### config.mk
export PLATFORM = sky130hd
export DESIGN_NAME = sync_fifo_param_flat
export DESIGN_NICKNAME = d
export VERILOG_FILES = /design/src/rtl/sync_fifo_param_if.sv /design/src/rtl/sync_fifo_param.sv /design/src/flat_wrapper.sv
export SDC_FILE = /design/constraint.sdc
export NUM_CORES = 1
export LEC_CHECK = 0
export ABC_AREA = 0
export CAP_MARGIN = 25
export CORE_MARGIN = 3
export CORE_UTILIZATION = 53
export DETAILED_ROUTE_END_ITERATION = 16
export GPL_TIMING_DRIVEN = 0
export PLACE_DENSITY = 0.74
export SYNTH_ARGS = -nofsm -noshare
export SYNTH_HDL_FRONTEND = slang
export SYNTH_SLANG_ARGS = --single-unit
### constraint.sdc
create_clock -name clk -period 2.47 [get_ports clk]
set_input_delay 0.741 -clock clk [delete_from_list [all_inputs] [get_ports clk]]
set_output_delay 0.741 -clock clk [all_outputs]
set_load 0.01 [all_outputs]
### src/rtl/sync_fifo_param_if.sv
// Handshake and status bundle for sync_fifo_param.
// The master drives requests and the slave (the FIFO) drives data and status.
interface sync_fifo_param_if #(
  parameter int DATA_W = 8,
  parameter int DEPTH  = 16
);
  localparam int CW = $clog2(DEPTH) + 1;

  logic              push;
  logic [DATA_W-1:0] w_data;
  logic              pop;
  logic [DATA_W-1:0] r_data;
  logic              flush;
  logic              clr_err;
  logic              full;
  logic              empty;
  logic              almost_full;
  logic              almost_empty;
  logic [CW-1:0]     count;
  logic              overflow;
  logic              underflow;
  logic [CW-1:0]     hwm;

  modport master (
    output push, w_data, pop, flush, clr_err,
    input  r_data, full, empty, almost_full, almost_empty, count,
           overflow, underflow, hwm
  );

  modport slave (
    input  push, w_data, pop, flush, clr_err,
    output r_data, full, empty, almost_full, almost_empty, count,
           overflow, underflow, hwm
  );
endinterface

### src/rtl/sync_fifo_param.sv
// Parametrised single-clock show-ahead FIFO with occupancy, threshold flags and sticky errors.
// Define SYNC_FIFO_HWM_EN to add the high-water-mark register on bus.hwm.
module sync_fifo_param #(
  parameter int DATA_W   = 8,
  parameter int DEPTH    = 16,
  parameter int AF_LEVEL = DEPTH - 2,
  parameter int AE_LEVEL = 2
) (
  input  logic clk,
  input  logic rst,
  sync_fifo_param_if.slave bus
);
  localparam int AW = $clog2(DEPTH);
  localparam int CW = AW + 1;
  localparam logic [CW-1:0] FULL_C = CW'(DEPTH);
  localparam logic [CW-1:0] AF_C   = CW'(AF_LEVEL);
  localparam logic [CW-1:0] AE_C   = CW'(AE_LEVEL);

  logic [DATA_W-1:0] mem [DEPTH];
  logic [AW-1:0]     w_ptr;
  logic [AW-1:0]     r_ptr;
  logic [CW-1:0]     cnt;
  logic [CW-1:0]     cnt_nxt;
  logic              ovf;
  logic              unf;
  logic              full_c;
  logic              empty_c;
  logic              push_ok;
  logic              pop_ok;
  logic              ovf_set;
  logic              unf_set;

  assign full_c  = (cnt == FULL_C);
  assign empty_c = (cnt == '0);

  // A flush swallows any request in the same cycle, including its error side effects.
  assign push_ok = bus.push & ~full_c  & ~bus.flush;
  assign pop_ok  = bus.pop  & ~empty_c & ~bus.flush;
  assign ovf_set = bus.push & full_c   & ~bus.flush;
  assign unf_set = bus.pop  & empty_c  & ~bus.flush;

  always_comb begin
    cnt_nxt = cnt;
    if (bus.flush)
      cnt_nxt = '0;
    else if (push_ok && !pop_ok)
      cnt_nxt = cnt + CW'(1);
    else if (pop_ok && !push_ok)
      cnt_nxt = cnt - CW'(1);
  end

  always_ff @(posedge clk or posedge rst) begin
    if (rst) begin
      w_ptr <= '0;
      r_ptr <= '0;
      cnt   <= '0;
    end else begin
      cnt <= cnt_nxt;
      if (bus.flush) begin
        w_ptr <= '0;
        r_ptr <= '0;
      end else begin
        if (push_ok) w_ptr <= w_ptr + AW'(1);
        if (pop_ok)  r_ptr <= r_ptr + AW'(1);
      end
    end
  end

  // Storage is data-only and deliberately left out of reset.
  always_ff @(posedge clk) begin
    if (push_ok)
      mem[w_ptr] <= bus.w_data;
  end

  // Set beats clear so an error in the clearing cycle is not lost.
  always_ff @(posedge clk or posedge rst) begin
    if (rst) begin
      ovf <= 1'b0;
      unf <= 1'b0;
    end else begin
      if (ovf_set)          ovf <= 1'b1;
      else if (bus.clr_err) ovf <= 1'b0;
      if (unf_set)          unf <= 1'b1;
      else if (bus.clr_err) unf <= 1'b0;
    end
  end

`ifdef SYNC_FIFO_HWM_EN
  logic [CW-1:0] hwm_q;

  always_ff @(posedge clk or posedge rst) begin
    if (rst)
      hwm_q <= '0;
    else if (bus.clr_err)
      hwm_q <= cnt_nxt;
    else if (cnt_nxt > hwm_q)
      hwm_q <= cnt_nxt;
  end

  assign bus.hwm = hwm_q;
`else
  assign bus.hwm = '0;
`endif

  assign bus.r_data       = mem[r_ptr];
  assign bus.count        = cnt;
  assign bus.full         = full_c;
  assign bus.empty        = empty_c;
  assign bus.almost_full  = (cnt >= AF_C);
  assign bus.almost_empty = (cnt <= AE_C);
  assign bus.overflow     = ovf;
  assign bus.underflow    = unf;
endmodule

### src/flat_wrapper.sv
// flat-port wrapper written by rule: the top's interface ports become plain ports
module sync_fifo_param_flat 
#(
  parameter int DATA_W   = 8,
  parameter int DEPTH    = 16,
  parameter int AF_LEVEL = DEPTH - 2,
  parameter int AE_LEVEL = 2
)
  (clk, rst, bus_push, bus_w_data, bus_pop, bus_flush, bus_clr_err, bus_r_data, bus_full, bus_empty, bus_almost_full, bus_almost_empty, bus_count, bus_overflow, bus_underflow, bus_hwm);
  sync_fifo_param_if #(.DATA_W(DATA_W), .DEPTH(DEPTH)) bus_i ();
  input  logic clk;
  input  logic rst;
  input wire logic [$bits(bus_i.push)-1:0] bus_push;
  input wire logic [$bits(bus_i.w_data)-1:0] bus_w_data;
  input wire logic [$bits(bus_i.pop)-1:0] bus_pop;
  input wire logic [$bits(bus_i.flush)-1:0] bus_flush;
  input wire logic [$bits(bus_i.clr_err)-1:0] bus_clr_err;
  output wire logic [$bits(bus_i.r_data)-1:0] bus_r_data;
  output wire logic [$bits(bus_i.full)-1:0] bus_full;
  output wire logic [$bits(bus_i.empty)-1:0] bus_empty;
  output wire logic [$bits(bus_i.almost_full)-1:0] bus_almost_full;
  output wire logic [$bits(bus_i.almost_empty)-1:0] bus_almost_empty;
  output wire logic [$bits(bus_i.count)-1:0] bus_count;
  output wire logic [$bits(bus_i.overflow)-1:0] bus_overflow;
  output wire logic [$bits(bus_i.underflow)-1:0] bus_underflow;
  output wire logic [$bits(bus_i.hwm)-1:0] bus_hwm;
  assign bus_i.push = bus_push;
  assign bus_i.w_data = bus_w_data;
  assign bus_i.pop = bus_pop;
  assign bus_i.flush = bus_flush;
  assign bus_i.clr_err = bus_clr_err;
  assign bus_r_data = bus_i.r_data;
  assign bus_full = bus_i.full;
  assign bus_empty = bus_i.empty;
  assign bus_almost_full = bus_i.almost_full;
  assign bus_almost_empty = bus_i.almost_empty;
  assign bus_count = bus_i.count;
  assign bus_overflow = bus_i.overflow;
  assign bus_underflow = bus_i.underflow;
  assign bus_hwm = bus_i.hwm;
  sync_fifo_param #(.DATA_W(DATA_W), .DEPTH(DEPTH), .AF_LEVEL(AF_LEVEL), .AE_LEVEL(AE_LEVEL)) u_core (.clk(clk), .rst(rst), .bus(bus_i));
endmodule
# Word-level counts from Yosys, hierarchy flattened
# Memories as Yosys holds them, arrays and structs flattened.
# Cells that the tools add are included.
# W data, S select, Z words.
# totals
reg_bits	15
ram_bits	128
output_inout_bits	24
word_cells	46
n_memories	1
# classes
n_addsub	4
magnitude_cmp	2
eq_ne	1
n_mux	12
bitwise_logic	11
n_reduce_logical	10
# mem_list
memory	words	width	read_ports	rd_ports_with_merged_regs	wr	line_no	rtl
u_core.mem	16	8	1	0	1	sync_fifo_param.sv:19	logic [DATA_W-1:0] mem [DEPTH];
# op_table
op	count
$mux W4	4
$mux W5	3
$add A4 B1 Y4 const B	2
$and A1 B1 Y1	8
$reduce_bool A2 Y1	4
$add A5 B1 Y5 const B	1
$eq A5 B5 Y1 const B	1
$ge A5 B4 Y1 const B	1
$le A5 B2 Y1 const B	1
$logic_not A5 Y1	1
$mux W1	5
$sub A5 B1 Y5 const B	1
$not A1 Y1	3
$reduce_bool A3 Y1	1
$logic_and A1 B1 Y1	2
$logic_not A1 Y1	2

# Longest topological paths before layout
# Gate-level depths: netlist of the first run.
# depth
depth_word	9
ltp_mapped	8
ltp_nobuf	7

# Least setup slack after synthesis of the first run
# Ideal clock, no wire load.
# synth_timing
path_type	register -> register
startpoint	register u_core.cnt[0], in the netlist u_core.bus.count[0]
endpoint	register u_core.cnt[4], in the netlist u_core.bus.count[4]
t_arrival_ns	2.533
t_required_ns	2.399
slack_ns	-0.134
stages_incl_launch_ff	9
n_path_buf	1
period_less_slack_ns	2.604
cell_sequence	dfrtp_1 > or4_1 > buf_6 > o211ai_2 > ha_1 > a21o_1 > a2111oi_0 > nand4_1 > nand4_1
# synth_via
elab_chain_len	8
# synth_lines
item	line_no	rtl
start, declared	sync_fifo_param.sv:22	logic [CW-1:0] cnt;
start signal, assigned	sync_fifo_param.sv:58	cnt <= cnt_nxt;
parallel branches: the longest is 8 deep, another holds $sub A5 B1 Y5	--	
# Parallel ways; which one is timed is not known. The select of a mux whose other input is x is not followed.
# A chain may end at the register's enable or synchronous reset.

# Worst setup path in the final report of the first run
# layout_timing
startpoint	register u_core.r_ptr[0]
endpoint	output bus_r_data[7]
# layout_via
elab_chain_len	1
# layout_lines
item	line_no	rtl
start, declared	sync_fifo_param.sv:21	logic [AW-1:0] r_ptr;
start signal, assigned	sync_fifo_param.sv:64	if (pop_ok) r_ptr <= r_ptr + AW'(1);
$mem_v2 Z16 W8	--	
end, declared	flat_wrapper.sv:18	output wire logic [$bits(bus_i.r_data)-1:0] bus_r_data;
# No other way between the ends.

==> metrics.log, run 1 <==
[metrics] run status: finished with violations
[metrics] violated checks: setup timing
[metrics] worst-case setup slack after placement: -1.10 ns
[metrics] slew margin rel.: 0.380
[metrics] IR Drop Worst-Case VDD: 691 µV
[metrics] most common cell after layout, fill and taps aside: edfxtp_1
[metrics] total leakage power: 2.75 nW
[metrics] max-slew violations: 0
[metrics] basic-gate share of the synthesized area counting and, or, nand and nor cells: 0.0411
[metrics] final critical path time including I/O delays and setup: 3.13 ns
[metrics] count of port buffers added during placement: 32
[metrics] clock power share: 0.307
[metrics] top flip-flop cell by instance count after synthesis: edfxtp_1
[metrics] delay of the slowest critical-path stage: 0.50 ns
[metrics] Worst Hold Path EP: u_core.bus.underflow$_DFFE_PP0P_
[metrics] clk buf depth: 2
[metrics] clock net sink count: 143
[metrics] area growth from synthesis to final layout: 33.5%
[metrics] starting utilization of the core area: 0.549
[metrics] Total Routed Length: 14.6 mm
[metrics] leading cell types in the layout, fill and taps excluded: edfxtp_1 (128), mux4_2 (40), buf_4 (35), buf_6 (23), clkbuf_16 (19)
[metrics] source of the worst hold timing path: u_core.bus.underflow$_DFFE_PP0P_
[metrics] switching share of total power: 0.294
[metrics] post-synthesis instance total: 317
[metrics] number of storage elements in the synthesis netlist: 143
[metrics] number of antenna violations at the first check in global routing: 0
[metrics] fraction of layout instances using a drive strength above 1: 0.440
[metrics] CTS H-tree lvls: 4
[metrics] critical path data arrival time: 2.39 ns
[metrics] dominant combinational cell family by area after synthesis: multiplexers
[metrics] compound-cell area share of the yosys netlist: 0.0394
[metrics] routed vias/inst: 6.02
[metrics] total overflow reported by the global router: 0
[metrics] Fmax achieved: 320 MHz
[metrics] data required time of the critical path: 1.73 ns
[metrics] global-route total usage across every layer: 0.244
[metrics] total setup violations reported at the end of the flow: 9
[metrics] worst reg2reg endpoint: u_core.bus.count[4]$_DFFE_PP0P_
[metrics] clock tree from TritonCTS: yes
[metrics] DRC violations left: 0
[metrics] capturing element type of the critical path: primary output
[metrics] multiplexer share of the synthesized area: 0.159
[metrics] number of global-route vias before repair: 3,677
[metrics] sequential cell area fraction in the yosys report: 0.703
[metrics] maximum fanout along the worst path: 5
[metrics] post-synthesis share of cell area spent on full adders, half adders and majority gates: 0.0221
[metrics] worst min-delay path class: reg -> reg
[metrics] synthesized area per cell: 18.9 µm²
[metrics] antenna fix cells: 0
[metrics] Distinct cells, synth: 40
[metrics] unrepaired setup endpoints after global routing: true
[metrics] reg2reg path depth: 8
[metrics] number of enable-type register cells in the synthesized netlist: 128
[metrics] Buf+Inv Stages, Crit Path: 4
[metrics] CTS Root Buffer Type: clkbuf_16
[metrics] Cell Pwr Density: 1020 nW/µm²
[metrics] worst r2r src: u_core.bus.count[3]$_DFFE_PP0P_
[metrics] count of warnings emitted by yosys: 0
[metrics] power spent charging and discharging nets: 2.39 mW
[metrics] slew at the pin with the worst max-slew slack: 0.930 ns
[metrics] startpoint kind of the worst setup timing path: flop
[metrics] Final Skew: 0.00650 ns
[metrics] detailed-routing iteration count for the pre-antenna-repair pass: 4
[metrics] CTS hold repair buffers: 0
[metrics] Final #Nets: 447
[metrics] part of the cycle the worst path needs: 1.27
[metrics] Hold Crit Depth: 1
[metrics] count of pins on the block boundary: 38
[metrics] Syn Std Cell Area: 6000 µm²
[metrics] sequential share of power: 0.346
[metrics] library cell contributing the largest single delay on the critical path: mux4_2
[metrics] Critical Path, Cell by Cell: buf_12 > clkbuf_16 > buf_6 > mux4_2 > mux4_2 > buf_6
[metrics] CTS buffer count: 17
[metrics] last weighted congestion value of the routability-driven placer: 0.785
[metrics] first-pass GRT wire length: 22.2 mm
[metrics] number of rows in the core area: 38
[metrics] Die Span X: 112 µm
[metrics] minimum setup slack among reg-to-reg paths: -0.03 ns
[metrics] pin count of the biggest net entering global routing: 17
[metrics] cell type group with the largest total delay on the critical path: multiplexers
[metrics] Max Cap Violations: 0
[metrics] ys async rst share: 0.105
[metrics] worst skew pair latency: 0.42 ns
[metrics] XOR/XNOR Fraction of Synth Area: 0.00876
[metrics] final core utilization: 0.732
[metrics] standard cell core area: 10,900 µm²
[metrics] post-DR wirelength/cell: 25.4 µm
[metrics] antenna viol nets, final: 0
[metrics] critical path depth: 6
[metrics] internal power: 5.75 mW
[metrics] Hold Fails Final Rpt: 0
[metrics] DR iter-0 viols: 291
[metrics] post-DP HPWL: 7.58 mm
[metrics] full die area: 12,600 µm²
[metrics] start-to-end type of the worst setup path: reg -> out
[metrics] power share of the combinational group: 0.347
[metrics] floorplan die height: 112 µm
[metrics] via count: 3,469
[metrics] slack of the critical path: -0.657 ns
[metrics] Clock Pin Slew Worst Setup and Hold Paths: 0.06 ns
layout make-up:
cell class	count	area, µm²
Buffer	17	148
Clock buffer	17	425
Clock inverter	15	153
Fill cell	619	2930
Inverter	6	22.5
Multi-Input combinational cell	152	1910
Sequential cell	143	4230
Tap cell	140	175
Timing Repair Buffer	86	946
synthesized netlist by cell type (3+ instances only):
cell,n,area share
a21o_1,3,0.0038
a21oi_1,10,0.0083
buf_4,6,0.0075
buf_6,4,0.0075
clkbuf_1,8,0.0050
dfrtp_1,15,0.063
edfxtp_1,128,0.64
ha_1,9,0.019
inv_1,6,0.0038
mux2i_1,4,0.0067
mux4_2,40,0.15
nand2_1,7,0.0044
nand2b_1,4,0.0042
nand3_1,5,0.0042
nor2_1,23,0.014
nor3_1,5,0.0042
o211ai_1,4,0.0050
o21ai_0,3,0.0025
xor2_1,4,0.0058
how the worst max path moves through the flow:
stage / start / end
2_1_floorplan: bus_push / u_core.mem[3][0]$_DFFE_PP_
3_3_place_gp: bus_push / u_core.mem[3][4]$_DFFE_PP_
3_5_place_dp: bus_push / u_core.mem[4][5]$_DFFE_PP_
4_1_cts: u_core.r_ptr[0]$_DFFE_PP0P_ / bus_r_data[6]
5_1_grt: u_core.r_ptr[0]$_DFFE_PP0P_ / bus_r_data[7]
6_report: u_core.r_ptr[0]$_DFFE_PP0P_ / bus_r_data[7]
stage by stage:
step	std cells	TNS (ns)	cell area [µm²]	power [mW]	hold WS (ns)
floorplan	321	-0.621	6060	4.14	0.531
global placement	493	-142.23	6560	4.73	0.478
detailed placement	493	-135.82	6570	4.78	0.488
CTS	569	-4.93	7870	7.88	0.510
global route	576	-5.63	8010	8.46	0.556
finish	576	-5.14	8010	8.14	0.513
state kept, by name, indices dropped and copies added, names as in the netlist:
signal                cells
u_core.mem              128
u_core.bus.count          5
u_core.r_ptr              4
u_core.w_ptr              4
u_core.bus.overflow       1
u_core.bus.underflow      1
metal layers:
layer  up-vias  GRT usage  part of all wire
li1       1499          -                 -
met1      1805      0.339              0.41
met2       134      0.379              0.50
met3        31     0.0518             0.065
met4         0      0.105             0.030
met5         -          0                 0
logic make-up (layout without fill, tap and decap cells):
family,after synthesis,after routing
buf+inv,26,141
xor+xnor,6,6
other cells,1,5
simple gates,53,53
compound gates,33,33
flops,143,143
mux,45,45
fa+ha+maj,10,10
what timing repair did:
item | in CTS | in global routing
buffers inserted | 43 | 9
endpoints found under the setup margin | 142 | 142
pin swaps | 22 | 6
gates resized for setup | 115 | 22
cloned | 2 | 2
power by group through the flow:
| stage | Sequential, mW | Clock [mW] | Combinational (mW) |
|---|---|---|---|
| after CTS | 2.79 | 2.50 | 2.58 |
| after detailed placement | 2.88 | 0 | 1.90 |
| final | 2.81 | 2.50 | 2.83 |
| after global placement | 2.87 | 0 | 1.86 |
| after floorplan | 2.87 | 0 | 1.27 |
| after global routing | 2.83 | 2.64 | 3.00 |
No activity file was read; power rests on OpenSTA's default activity.
==> run 2: changes to the inputs <==
--- a/config.mk
+++ b/config.mk
@@ -6,7 +6,7 @@
 export NUM_CORES = 1
 export LEC_CHECK = 0
 export ABC_AREA = 0
-export CAP_MARGIN = 25
+export ABC_CLOCK_PERIOD_IN_PS = 2470
 export CORE_MARGIN = 3
 export CORE_UTILIZATION = 53
 export DETAILED_ROUTE_END_ITERATION = 16
@@ -15,3 +15,4 @@
 export SYNTH_ARGS = -nofsm -noshare
 export SYNTH_HDL_FRONTEND = slang
 export SYNTH_SLANG_ARGS = --single-unit
+export TNS_END_PERCENT = 5
==> run 2 against run 1 <==
  * The run still ends with setup timing left
  * Worst hold slack lost 0.015 ns
  * Final area shrank 6.8%
  * Critical endpoint is now bus_r_data[3]
  * Critical path type unchanged
  * Flip-flop and latch count is the same
  * Clock-buffer cell count grew 1
  * Clock power grew 2%
==> metrics.log, run 2 (synthesis results as in run 1) <==
[metrics] total overflow reported by the global router: 0 (unchanged)
[metrics] number of global-route vias before repair: 3,389 (-7.8%)
[metrics] CTS H-tree lvls: 4 (unchanged)
[metrics] maximum fanout along the worst path: 8 (+3)
[metrics] slew margin rel.: 0.396 (+0.0160)
[metrics] Cell Pwr Density: 1030 nW/µm² (+1.2%)
[metrics] post-DP HPWL: 7.64 mm (+0.72%)
[metrics] part of the cycle the worst path needs: 1.27 (about the same)
[metrics] antenna fix cells: 0 (unchanged)
[metrics] Clock Pin Slew Worst Setup and Hold Paths: 0.06 ns (about the same)
[metrics] slew at the pin with the worst max-slew slack: 0.906 ns (-0.0240 ns)
[metrics] count of pins on the block boundary: 38 (unchanged)
[metrics] max-slew violations: 0 (unchanged)
[metrics] detailed-routing iteration count for the pre-antenna-repair pass: 4 (unchanged)
[metrics] violated checks: setup timing
[metrics] CTS Root Buffer Type: clkbuf_16
[metrics] worst min-delay path class: reg -> reg
[metrics] reg2reg path depth: 8 (unchanged)
[metrics] slack of the critical path: -0.660 ns (-0.00249 ns)
[metrics] fraction of layout instances using a drive strength above 1: 0.360 (-0.0804)
[metrics] internal power: 5.60 mW (-2.6%)
[metrics] total leakage power: 2.52 nW (-8.4%)
[metrics] Filler cells: 688 (+11%)
[metrics] Fmax achieved: 320 MHz (about the same)
[metrics] data required time of the critical path: 1.73 ns (about the same)
[metrics] number of rows in the core area: 38 (unchanged)
[metrics] Final #Nets: 411 (-8.1%)
[metrics] CTS hold repair buffers: 0 (unchanged)
[metrics] antenna viol nets, final: 0 (unchanged)
[metrics] number of antenna violations at the first check in global routing: 0 (unchanged)
[metrics] IR Drop Worst-Case VDD: 589 µV (-15%)
[metrics] Critical Path, Cell by Cell: buf_6 > buf_12 > buf_12 > buf_12 > mux4_2 > mux4_2 > buf_6
[metrics] power spent charging and discharging nets: 2.08 mW (-13%)
[metrics] first-pass GRT wire length: 19.6 mm (-12%)
[metrics] standard cell core area: 10,900 µm² (unchanged)
[metrics] final critical path time including I/O delays and setup: 3.13 ns (+0.00249 ns)
[metrics] count of port buffers added during placement: 32 (unchanged)
[metrics] most used cell, CP: buf_12
[metrics] unrepaired setup endpoints after global routing: true
[metrics] floorplan die height: 112 µm (unchanged)
[metrics] worst skew pair latency: 0.41 ns (about the same)
[metrics] global-route total usage across every layer: 0.212 (-0.0314)
[metrics] Total Routed Length: 12.3 mm (-16%)
[metrics] Hold Fails Final Rpt: 0 (unchanged)
[metrics] worst-case setup slack after placement: -1.12 ns (-0.0221 ns)
[metrics] sequential share of power: 0.371 (+0.025)
[metrics] placement-stage cell area: 6570 µm² (about the same)
[metrics] leading cell types in the layout, fill and taps excluded: edfxtp_1 (128), mux4_2 (40), clkdlybuf4s50_1 (19), clkbuf_16 (17), buf_4 (14)
[metrics] via count: 3,239 (-6.6%)
[metrics] capturing element type of the critical path: primary output
[metrics] post-DR wirelength/cell: 22.8 µm (-10%)
[metrics] last weighted congestion value of the routability-driven placer: 0.772 (-1.7%)
[metrics] run status: finished with violations
[metrics] start-to-end type of the worst setup path: reg -> out
[metrics] routed vias/inst: 6.00 (-0.41%)
[metrics] CTS buffer count: 17 (unchanged)
[metrics] Max Cap Violations: 0 (unchanged)
[metrics] starting utilization of the core area: 0.549 (unchanged)
[metrics] area growth from synthesis to final layout: 24.4%
[metrics] most common cell after layout, fill and taps aside: edfxtp_1
[metrics] DR iter-0 viols: 263 (-9.6%)
[metrics] number of non-filler instances in the completed layout: 540 (-6.3%)
[metrics] Hold Crit Depth: 1 (unchanged)
[metrics] clock tree from TritonCTS: yes
[metrics] minimum setup slack among reg-to-reg paths: -0.17 ns (-0.14 ns)
[metrics] Biggest register: u_core.mem
[metrics] clock power share: 0.333 (+0.026)
[metrics] Register Area: 4230 µm² (about the same)
[metrics] delay of the slowest critical-path stage: 0.49 ns (about the same)
[metrics] post-route cell area: 7470 µm² (-6.8%)
[metrics] full die area: 12,600 µm² (unchanged)
[metrics] Placed Cells incl. Taps: 496 (+0.61%)
[metrics] clock net sink count: 143 (unchanged)
[metrics] Die Span X: 112 µm (unchanged)
[metrics] clk buf depth: 2 (unchanged)
[metrics] library cell contributing the largest single delay on the critical path: mux4_2
[metrics] Final Skew: 0.00499 ns (-0.00150 ns)
[metrics] total setup violations reported at the end of the flow: 11 (+2)
[metrics] critical path data arrival time: 2.39 ns (about the same)
[metrics] total area of multi-input combinational cells: 1780 µm² (-6.8%)
[metrics] switching share of total power: 0.271 (-0.0228)
[metrics] number of flip-flops under the largest register name: 128 (unchanged)
[metrics] startpoint kind of the worst setup timing path: flop
[metrics] power share of the combinational group: 0.295 (-0.052)
[metrics] DRC violations left: 0 (unchanged)
[metrics] pin count of the biggest net entering global routing: 17 (unchanged)
-- run 2: power by group through the flow --
stage	Sequential, mW	Clock, mW	Combinational, mW
floorplan	2.87	0	1.27
global placement	2.87	0	1.85
detailed placement	2.88	0	1.89
CTS	2.85	2.59	2.22
global route	2.87	2.70	2.44
finish	2.85	2.56	2.27
-- run 2: worst paths after layout --
check / startpoint / end
max: u_core.r_ptr[0]$_DFFE_PP0P_ / bus_r_data[3]
min: u_core.bus.underflow$_DFFE_PP0P_ / u_core.bus.underflow$_DFFE_PP0P_
max reg2reg: u_core.bus.count[0]$_DFFE_PP0P_ / u_core.bus.count[4]$_DFFE_PP0P_
min reg2reg: u_core.bus.underflow$_DFFE_PP0P_ / u_core.bus.underflow$_DFFE_PP0P_
max in group asynchronous: rst / u_core.r_ptr[1]$_DFFE_PP0P_
min in group asynchronous: rst / u_core.w_ptr[0]$_DFFE_PP0P_
-- run 2: timing repair --
action,4_1_cts,5_1_grt
setup endpoints to repair,141,20
setup buffers,9,3
pin swaps,3,0
cloned,1,0
gates resized for setup,91,10
-- run 2: stage by stage --
| step | utilization | TNS, ns | hold WS, ns | total power, mW |
|---|---|---|---|---|
| 2_1_floorplan | - | -0.730 | 0.531 | 4.14 |
| 3_3_place_gp | 0.599 | -137.32 | 0.477 | 4.72 |
| 3_5_place_dp | 0.601 | -134.47 | 0.490 | 4.76 |
| 4_1_cts | 0.679 | -5.48 | 0.502 | 7.65 |
| 5_1_grt | 0.683 | -6.34 | 0.523 | 8.00 |
| 6_report | 0.683 | -5.40 | 0.497 | 7.68 |
-- run 2: cell type report --
type,count,area share
multi-input combinational,152,0.239
sequential,143,0.566
clock inverter,14,0.0221
buffer,19,0.0228
timing repair buffer,48,0.0664
tap,140,0.0235
inverter,6,0.00302
clock buffer,18,0.0575
-- run 2: layer usage --
metal | GRT usage | up-vias | routed length [µm]
met2 | 0.330 | 110 | 6180
met3 | 0.0566 | 19 | 776
met5 | 0 | - | 0
met1 | 0.292 | 1682 | 5160
met4 | 0.0825 | 0 | 199
li1 | - | 1428 | -
-- run 2: worst max-delay path: cells and delay by family, from the launching register on --
kind / cells / cell delay (ns)
DFF: 1 / 0.37
buffers and inverters: 5 / 0.64
muxes: 2 / 0.97
==> run 3: changes to the inputs <==
--- a/config.mk
+++ b/config.mk
@@ -7,6 +7,7 @@
 export LEC_CHECK = 0
 export ABC_AREA = 0
 export ABC_CLOCK_PERIOD_IN_PS = 2470
+export CAP_MARGIN = 20
 export CORE_MARGIN = 3
 export CORE_UTILIZATION = 53
 export DETAILED_ROUTE_END_ITERATION = 16
==> results of run 3 <==
Final layout, timing and power as in run 2 (identical DEF).
